**config.mk**
```make
export PLATFORM = sky130hd
export DESIGN_NAME = am_lock_module
export DESIGN_NICKNAME = d
export VERILOG_FILES = /design/src/rtl/am_lock_pkg.sv /design/src/rtl/am_lock_module_match.sv /design/src/rtl/am_lock_module.sv
export SDC_FILE = /design/constraint.sdc
export NUM_CORES = 1
export LEC_CHECK = 0
export ABC_AREA = 0
export CORE_UTILIZATION = 40
export CTS_CLUSTER_DIAMETER = 200
export DETAILED_ROUTE_END_ITERATION = 16
export DONT_BUFFER_PORTS = 1
export PLACE_DENSITY_LB_ADDON = 0.25
export SLEW_MARGIN = 20
export SYNTH_ARGS = -nofsm -noshare
export SYNTH_HDL_FRONTEND = slang
export SYNTH_SLANG_ARGS = --single-unit
```
**constraint.sdc**
```tcl
create_clock -name i_clock -period 1.9 [get_ports i_clock]
set_input_delay 0.285 -clock i_clock [delete_from_list [all_inputs] [get_ports i_clock]]
set_output_delay 0.285 -clock i_clock [all_outputs]
set_load 0.1 [all_outputs]
```
**src/rtl/am_lock_pkg.sv**
```systemverilog
// am_lock_pkg: shared constants for the per-lane alignment-marker lock stage
//   - default AM period and bad-AM tolerance
//   - FSM state encoding
//   - Clause 82 AM byte table (M0..M2 per PCS lane; M4..M6 are their complements)
package am_lock_pkg;
  localparam int AM_PERIOD_DFLT  = 16384;
  localparam int MAX_INV_AM_DFLT = 4;
  localparam int N_LANES_DFLT    = 20;
  localparam logic [2:0] FIND_1ST = 3'd0;
  localparam logic [2:0] COUNT_1  = 3'd1;
  localparam logic [2:0] COMP_2ND = 3'd2;
  localparam logic [2:0] LOCKED   = 3'd3;
  localparam logic [2:0] COUNT_LK = 3'd4;
  localparam logic [2:0] COMP_LK  = 3'd5;
  function automatic logic [23:0] am_pattern(input int lane);
    case (lane)
      0:  return 24'hC16821;
      1:  return 24'h9D718E;
      2:  return 24'h594BE8;
      3:  return 24'h4D957B;
      4:  return 24'hF50709;
      5:  return 24'hDD14C2;
      6:  return 24'h9A4A26;
      7:  return 24'h7B4566;
      8:  return 24'hA02476;
      9:  return 24'h68C9FB;
      10: return 24'hFD6C99;
      11: return 24'hB99155;
      12: return 24'h5CB9B2;
      13: return 24'h1AF8BD;
      14: return 24'h83C7CA;
      15: return 24'h3536CD;
      16: return 24'hC4314C;
      17: return 24'hADD6B7;
      18: return 24'h5F662A;
      19: return 24'hC0F0E5;
      default: return 24'h000000;
    endcase
  endfunction
  // Fixed (non-BIP) marker bytes in block order: M0 M1 M2 M4 M5 M6
  function automatic logic [47:0] am_fixed(input int lane);
    return {am_pattern(lane), ~am_pattern(lane)};
  endfunction
endpackage

```
**src/rtl/am_lock_module_match.sv**
```systemverilog
// am_match: combinational 20-way alignment-marker comparator
//   data    - 66-bit coded block
//   hit     - block is a control block carrying one lane's marker
//   lane_id - index of the matching lane (0 when no hit)
module am_match
  import am_lock_pkg::*;
#(
  parameter int NB_DATA    = 66,
  parameter int N_LANES    = N_LANES_DFLT,
  parameter int NB_LANE_ID = $clog2(N_LANES)
)(
  input  logic [NB_DATA-1:0]    data,
  output logic                  hit,
  output logic [NB_LANE_ID-1:0] lane_id
);
  logic [N_LANES-1:0] hits;
  logic               unused_bip;
  // BIP3 and BIP7 carry parity, not identity, so they never take part in the match
  assign unused_bip = ^{data[39:32], data[7:0]};
  for (genvar i = 0; i < N_LANES; i++) begin : g_lane
    assign hits[i] = (data[NB_DATA-1 -: 2] == 2'b10) && ({data[63:40], data[31:8]} == am_fixed(i));
  end
  // Patterns are mutually exclusive, so OR-ing the indices of set hits is a valid encoder
  always_comb begin
    lane_id = '0;
    for (int i = 0; i < N_LANES; i++) lane_id = lane_id | (hits[i] ? NB_LANE_ID'(i) : '0);
  end
  assign hit = |hits;
endmodule

```
**src/rtl/am_lock_module.sv**
```systemverilog
// am_lock_module: per-lane AM search, lane identification and AM lock FSM
//   i_clock, i_reset (async active-low), i_enable (global hold when low)
//   i_valid, i_block_lock, i_data  - block stream from the block synchroniser
//   o_data, o_valid                - block stream delayed by one cycle
//   o_am_flag                      - marks the expected AM block while locked
//   o_lane_id, o_am_lock           - detected PCS lane and lock status
module am_lock_module
  import am_lock_pkg::*;
#(
  parameter int NB_DATA       = 66,
  parameter int N_LANES       = N_LANES_DFLT,
  parameter int NB_LANE_ID    = $clog2(N_LANES),
  parameter int AM_PERIOD     = AM_PERIOD_DFLT,
  parameter int NB_PERIOD_CNT = $clog2(AM_PERIOD),
  parameter int MAX_INV_AM    = MAX_INV_AM_DFLT
)(
  input  logic                  i_clock,
  input  logic                  i_reset,
  input  logic                  i_enable,
  input  logic                  i_valid,
  input  logic                  i_block_lock,
  input  logic [NB_DATA-1:0]    i_data,
  output logic [NB_DATA-1:0]    o_data,
  output logic                  o_valid,
  output logic                  o_am_flag,
  output logic [NB_LANE_ID-1:0] o_lane_id,
  output logic                  o_am_lock
);
  localparam int NB_INV = $clog2(MAX_INV_AM + 1);
  localparam logic [NB_INV-1:0] INV_MAX = NB_INV'(MAX_INV_AM);
  localparam logic [NB_PERIOD_CNT-1:0] CNT_LAST = NB_PERIOD_CNT'(AM_PERIOD - 2);
  logic                     hit;
  logic [NB_LANE_ID-1:0]    hit_lane;
  logic [2:0]               state;
  logic [NB_PERIOD_CNT-1:0] period_cnt;
  logic [NB_INV-1:0]        inv_cnt;
  logic [NB_INV-1:0]        inv_next;
  logic                     same;
  logic                     period_end;
  am_match #(
    .NB_DATA    (NB_DATA),
    .N_LANES    (N_LANES),
    .NB_LANE_ID (NB_LANE_ID)
  ) u_match (
    .data    (i_data),
    .hit     (hit),
    .lane_id (hit_lane)
  );
  assign same       = hit && (hit_lane == o_lane_id);
  // Counter starts at 0 on the block after an AM; at AM_PERIOD-2 the next block is the compare slot
  assign period_end = period_cnt == CNT_LAST;
  assign inv_next   = (inv_cnt == INV_MAX) ? inv_cnt : inv_cnt + NB_INV'(1);
  always_ff @(posedge i_clock or negedge i_reset) begin
    if (!i_reset) begin
      state      <= FIND_1ST;
      period_cnt <= '0;
      inv_cnt    <= '0;
      o_data     <= '0;
      o_valid    <= 1'b0;
      o_am_flag  <= 1'b0;
      o_lane_id  <= '0;
      o_am_lock  <= 1'b0;
    end else if (i_enable) begin
      o_data    <= i_data;
      o_valid   <= i_valid;
      o_am_flag <= 1'b0;
      if (!i_block_lock) begin
        state      <= FIND_1ST;
        period_cnt <= '0;
        inv_cnt    <= '0;
        o_am_lock  <= 1'b0;
      end else if (i_valid) begin
        case (state)
          FIND_1ST: begin
            if (hit) begin
              o_lane_id  <= hit_lane;
              period_cnt <= '0;
              inv_cnt    <= '0;
              state      <= COUNT_1;
            end
          end
          COUNT_1, COUNT_LK: begin
            period_cnt <= period_cnt + NB_PERIOD_CNT'(1);
            if (period_end) state <= (state == COUNT_1) ? COMP_2ND : COMP_LK;
          end
          COMP_2ND: begin
            period_cnt <= '0;
            o_am_lock  <= same;
            state      <= same ? LOCKED : FIND_1ST;
          end
          LOCKED: begin
            period_cnt <= period_cnt + NB_PERIOD_CNT'(1);
            state      <= COUNT_LK;
          end
          COMP_LK: begin
            period_cnt <= '0;
            o_am_flag  <= same;
            inv_cnt    <= same ? '0 : inv_next;
            if (!same && inv_next == INV_MAX) begin
              o_am_lock <= 1'b0;
              state     <= FIND_1ST;
            end else begin
              state <= COUNT_LK;
            end
          end
          default: state <= FIND_1ST;
        endcase
      end
    end
  end
endmodule

```
==> results by group <==
STA
  • Max Clk Rate: 392.2 MHz
  • Slew headroom: 40.05%
  • Final-report hold violation count: 94
  • Unrepaired setup endpoints after global routing: true
  • Minimum clock period: 2.550 ns
  • Final period util: 134.2%
  • Setup Skew: 0.003568 ns
  • Fin Setup TNS: -11.36 ns
  • Hold slack: -0.3851 ns
  • Worst-Margin Slew: 0.8992 ns
  • Setup slack after layout: -0.6500 ns
  • Final Setup Violations: 27
  • Final max-slew violation count: 0

Worst setup path
  • Critical Path End Type: flip-flop
  • RR Startpoint: inv_cnt[0]$_DFFE_PN0P_
  • Critical Path Source Type: primary input
  • CP Cell Sequence: and4bb_2 > buf_4 > nand4_4 > or4_4 > and4b_4 > nand4_4 > or3b_4 > a2111o_1 > nand3_1 > o211ai_1
  • Slowest cell on crit path: a2111o_1
  • Reg2Reg Depth: 10
  • Kind of critical path: in2reg
  • Worst path most repeated cell: nand4_4
  • Worst reg2reg setup slack: -0.14 ns
  • CP Max Fanout: 5
  • CP peak stage delay: 0.54 ns
  • Critical path data arrival time: 2.78 ns
  • Worst Path Required: 2.13 ns
  • Capturing point of the worst reg2reg path: o_am_lock$_DFFE_PN0P_

Placed design
  • Post-DP HPWL: 13.21 mm
  • Buffers on Ports: 0
  • Place WS: -1.217 ns
  • Gp weighted congestion: 0.9508

GRT
  • First-pass GRT wire length: 27.32 mm
  • Gr ovfl total: 0
  • Largest net degree at the start of global routing: 95
  • Via count of the first global-routing pass: 5,133
  • Initial antenna violation count: 0
  • GRT Total Usage: 24.93%

Drt
  • # DRC: 0
  • 1st-pass router iterations: 5
  • Final wirelength: 17.91 mm
  • Drt via density: 5.929
  • Vias: 5,212
  • 1st-iter DRT viols: 386
  • Remaining antenna violation count: 0
  • WL/cell: 20.38 µm

Synthesis
  • Post-synthesis mux area share: 14.34%
  • Synthesized cell area: 5487 µm²
  • Simple-gate share of the synthesized area: 30.56%
  • Area contributors post-synth: dfrtp_1 (43%), mux2_2 (14%), and4bb_2 (7.5%)
  • Synthesized-area fraction occupied by adder cells: 0.9122%
  • Post-synth top area share: 42.87%
  • Sequential area share after synthesis: 42.87%
  • Largest family of logic cells by synthesized area: simple AND/OR/NAND/NOR gates
  • Avg Synthesized Cell Area: 10.74 µm²
  • Xor and xnor area share after synthesis: 0.4789%
  • Synthesis warning total: 0
  • Synth Instances: 511
  • Post-synthesis cell type count: 57
  • Most used flip-flop cell after synthesis: dfrtp_1
  • Post-synth EDFFs: 0
  • Synth Net Count: 586
  • Synth area leader: dfrtp_1
  • Seq cells post-synth: 94
  • Synth Area in Compound Gates: 8.255%
  • Ys async rst share: 100.0%

Status
  • Failing checks: hold timing, setup timing
  • Status: complete, but fails checks

Floorplan
  • IO Count: 145
  • Die height: 119.1 µm
  • Die Span X: 119.1 µm
  • Starting Density: 41.27%
  • Core Rows: 42
  • Core box area: 13,300 µm²
  • DIE AREA: 14,190 µm²

Power and ir drop
  • Switching share of power: 40.62%
  • PwrDens: 823.3 nW/µm²
  • Clk pwr share: 27.3%
  • Power Internal: 3.822 mW
  • Gate power share: 36.9%
  • Leak Pwr: 3.365 nW
  • Sw Pwr: 2.614 mW
  • Max VDD drop: 0.6111 mV
  • Sequential share of power: 35.8%

Clock network
  • CTS Buffer Depth: 2
  • H-tree depth: 3
  • Later-pin clock latency in the skew report: 0.36 ns
  • Clk sinks: 94
  • Clock-pin transition on the worst setup and hold timing paths: 0.07 ns
  • Root Buffer: clkbuf_16
  • CTS buffer count: 9
  • CTS tree: done

Final layout
  • Highest-count cells in the layout ignoring fill and taps: buf_4 (189), dfrtp_1 (94), mux2_2 (68)
  • Final core occ: 58.80%
  • P&R area growth vs syn: 42.49%
  • Share of layout cells above drive strength 1: 53.77%
  • Antenna Cells: 0
  • Most common cell after layout, fill and taps aside: buf_4
  • Post-layout nets: 773

Flow run
  • # Max-Cap Violations: 0

Min path
  • Min-Delay Path Class: in2async
[cell type report]
class,count,area [µm²]
Fill cell,1149,5478
Multi-Input combinational cell,386,3396
Sequential cell,94,2352
Timing Repair Buffer,198,1533
Clock buffer,9,225.2
Tap cell,176,220.2
Clock inverter,7,57.56
Inverter,9,33.78
[synth_stat cells (2+ instances only)]
library cell and n:
a21o_1 2, a21oi_1 5, a2bb2oi_1 2, a31oi_1 7
and3_1 6, and4_1 2, and4bb_1 5, and4bb_2 33
buf_1 4, buf_2 5, clkbuf_1 13, dfrtp_1 94
ha_1 4, inv_1 9, mux2_2 68, nand2_1 29
nand2b_1 5, nand3_1 34, nand4_1 39, nand4_4 2
nor2_1 20, nor2b_1 8, nor3_1 5, nor4_1 30
nor4bb_1 9, o21ai_0 20, o21ai_1 4, o31ai_1 9
o31ai_2 3, o41ai_1 3, or3_1 2, or4_1 4
xor2_1 2
[worst max-delay path: cells and delay by family]
kind            cells  cell delay [ns]
compound gates      2             0.63
buf+inv             1             0.14
simple gates        7             1.72
[timing repair]
item | 4_1_cts | 5_1_grt
setup endpoints to repair | 27 | 27
buffers inserted | 12 | 5
gates resized for setup | 27 | 63
hold endpoints to repair | 94 | 94
cloned | 1 | 2
pin swaps | 17 | 12
[registers in the layout (all words and copies together), names as in the netlist]
signal / flops
state: 3
o_data: 66
o_lane_id: 5
period_cnt: 14
inv_cnt: 3
o_am_flag: 1
o_am_lock: 1
o_valid: 1
[stage by stage]
stage               power [mW]  instances  area, µm²
floorplan                4.051        511       5569
global placement         4.539        847       7030
detailed placement       4.576        847       7030
CTS                      6.363        876       7531
global route             6.674        879       7818
finish                   6.436        879       7818
[how the worst max path moves through the flow]
| stage | start | end | slack [ns] | cells past startpoint |
|---|---|---|---|---|
| 2_1_floorplan | i_data[61] | inv_cnt[0]$_DFFE_PN0P_ | -0.82 | 10 |
| 3_3_place_gp | i_data[65] | state[2]$_DFFE_PN0P_ | -1.18 | 11 |
| 3_5_place_dp | i_data[65] | inv_cnt[0]$_DFFE_PN0P_ | -1.22 | 11 |
| 4_1_cts | i_data[40] | inv_cnt[0]$_DFFE_PN0P_ | -0.60 | 9 |
| 5_1_grt | i_data[31] | inv_cnt[1]$_DFFE_PN0P_ | -0.74 | 11 |
| 6_report | i_data[8] | inv_cnt[0]$_DFFE_PN0P_ | -0.65 | 10 |
[per-layer routing]
layer | up-vias | share of wire [%] | routed length, µm | global-route usage [%]
met1 | 2557 | 44 | 7841 | 33.63
met5 | - | 0 | 0 | 0
li1 | 2404 | - | - | -
met2 | 226 | 47 | 8351 | 39.32
met3 | 25 | 7.7 | 1385 | 5.364
met4 | 0 | 1.9 | 335 | 8.861
[logic make-up after synthesis]
| logic type | Yosys count |
|---|---|
| compound gates | 66 |
| fa+ha+maj | 4 |
| mux | 70 |
| flops | 94 |
| xor+xnor | 3 |
| simple gates | 241 |
| buf+inv | 33 |
[power groups by stage]
stage          Clock, mW  Sequential (mW)  Combinational, mW
4_1_cts             1.80             2.31               2.26
2_1_floorplan          0             3.38              0.671
6_report            1.75             2.30               2.38
3_5_place_dp           0             2.34               2.23
5_1_grt             1.86             2.33               2.48
3_3_place_gp           0             2.33               2.20
No activity file was read; power rests on OpenSTA's default activity.
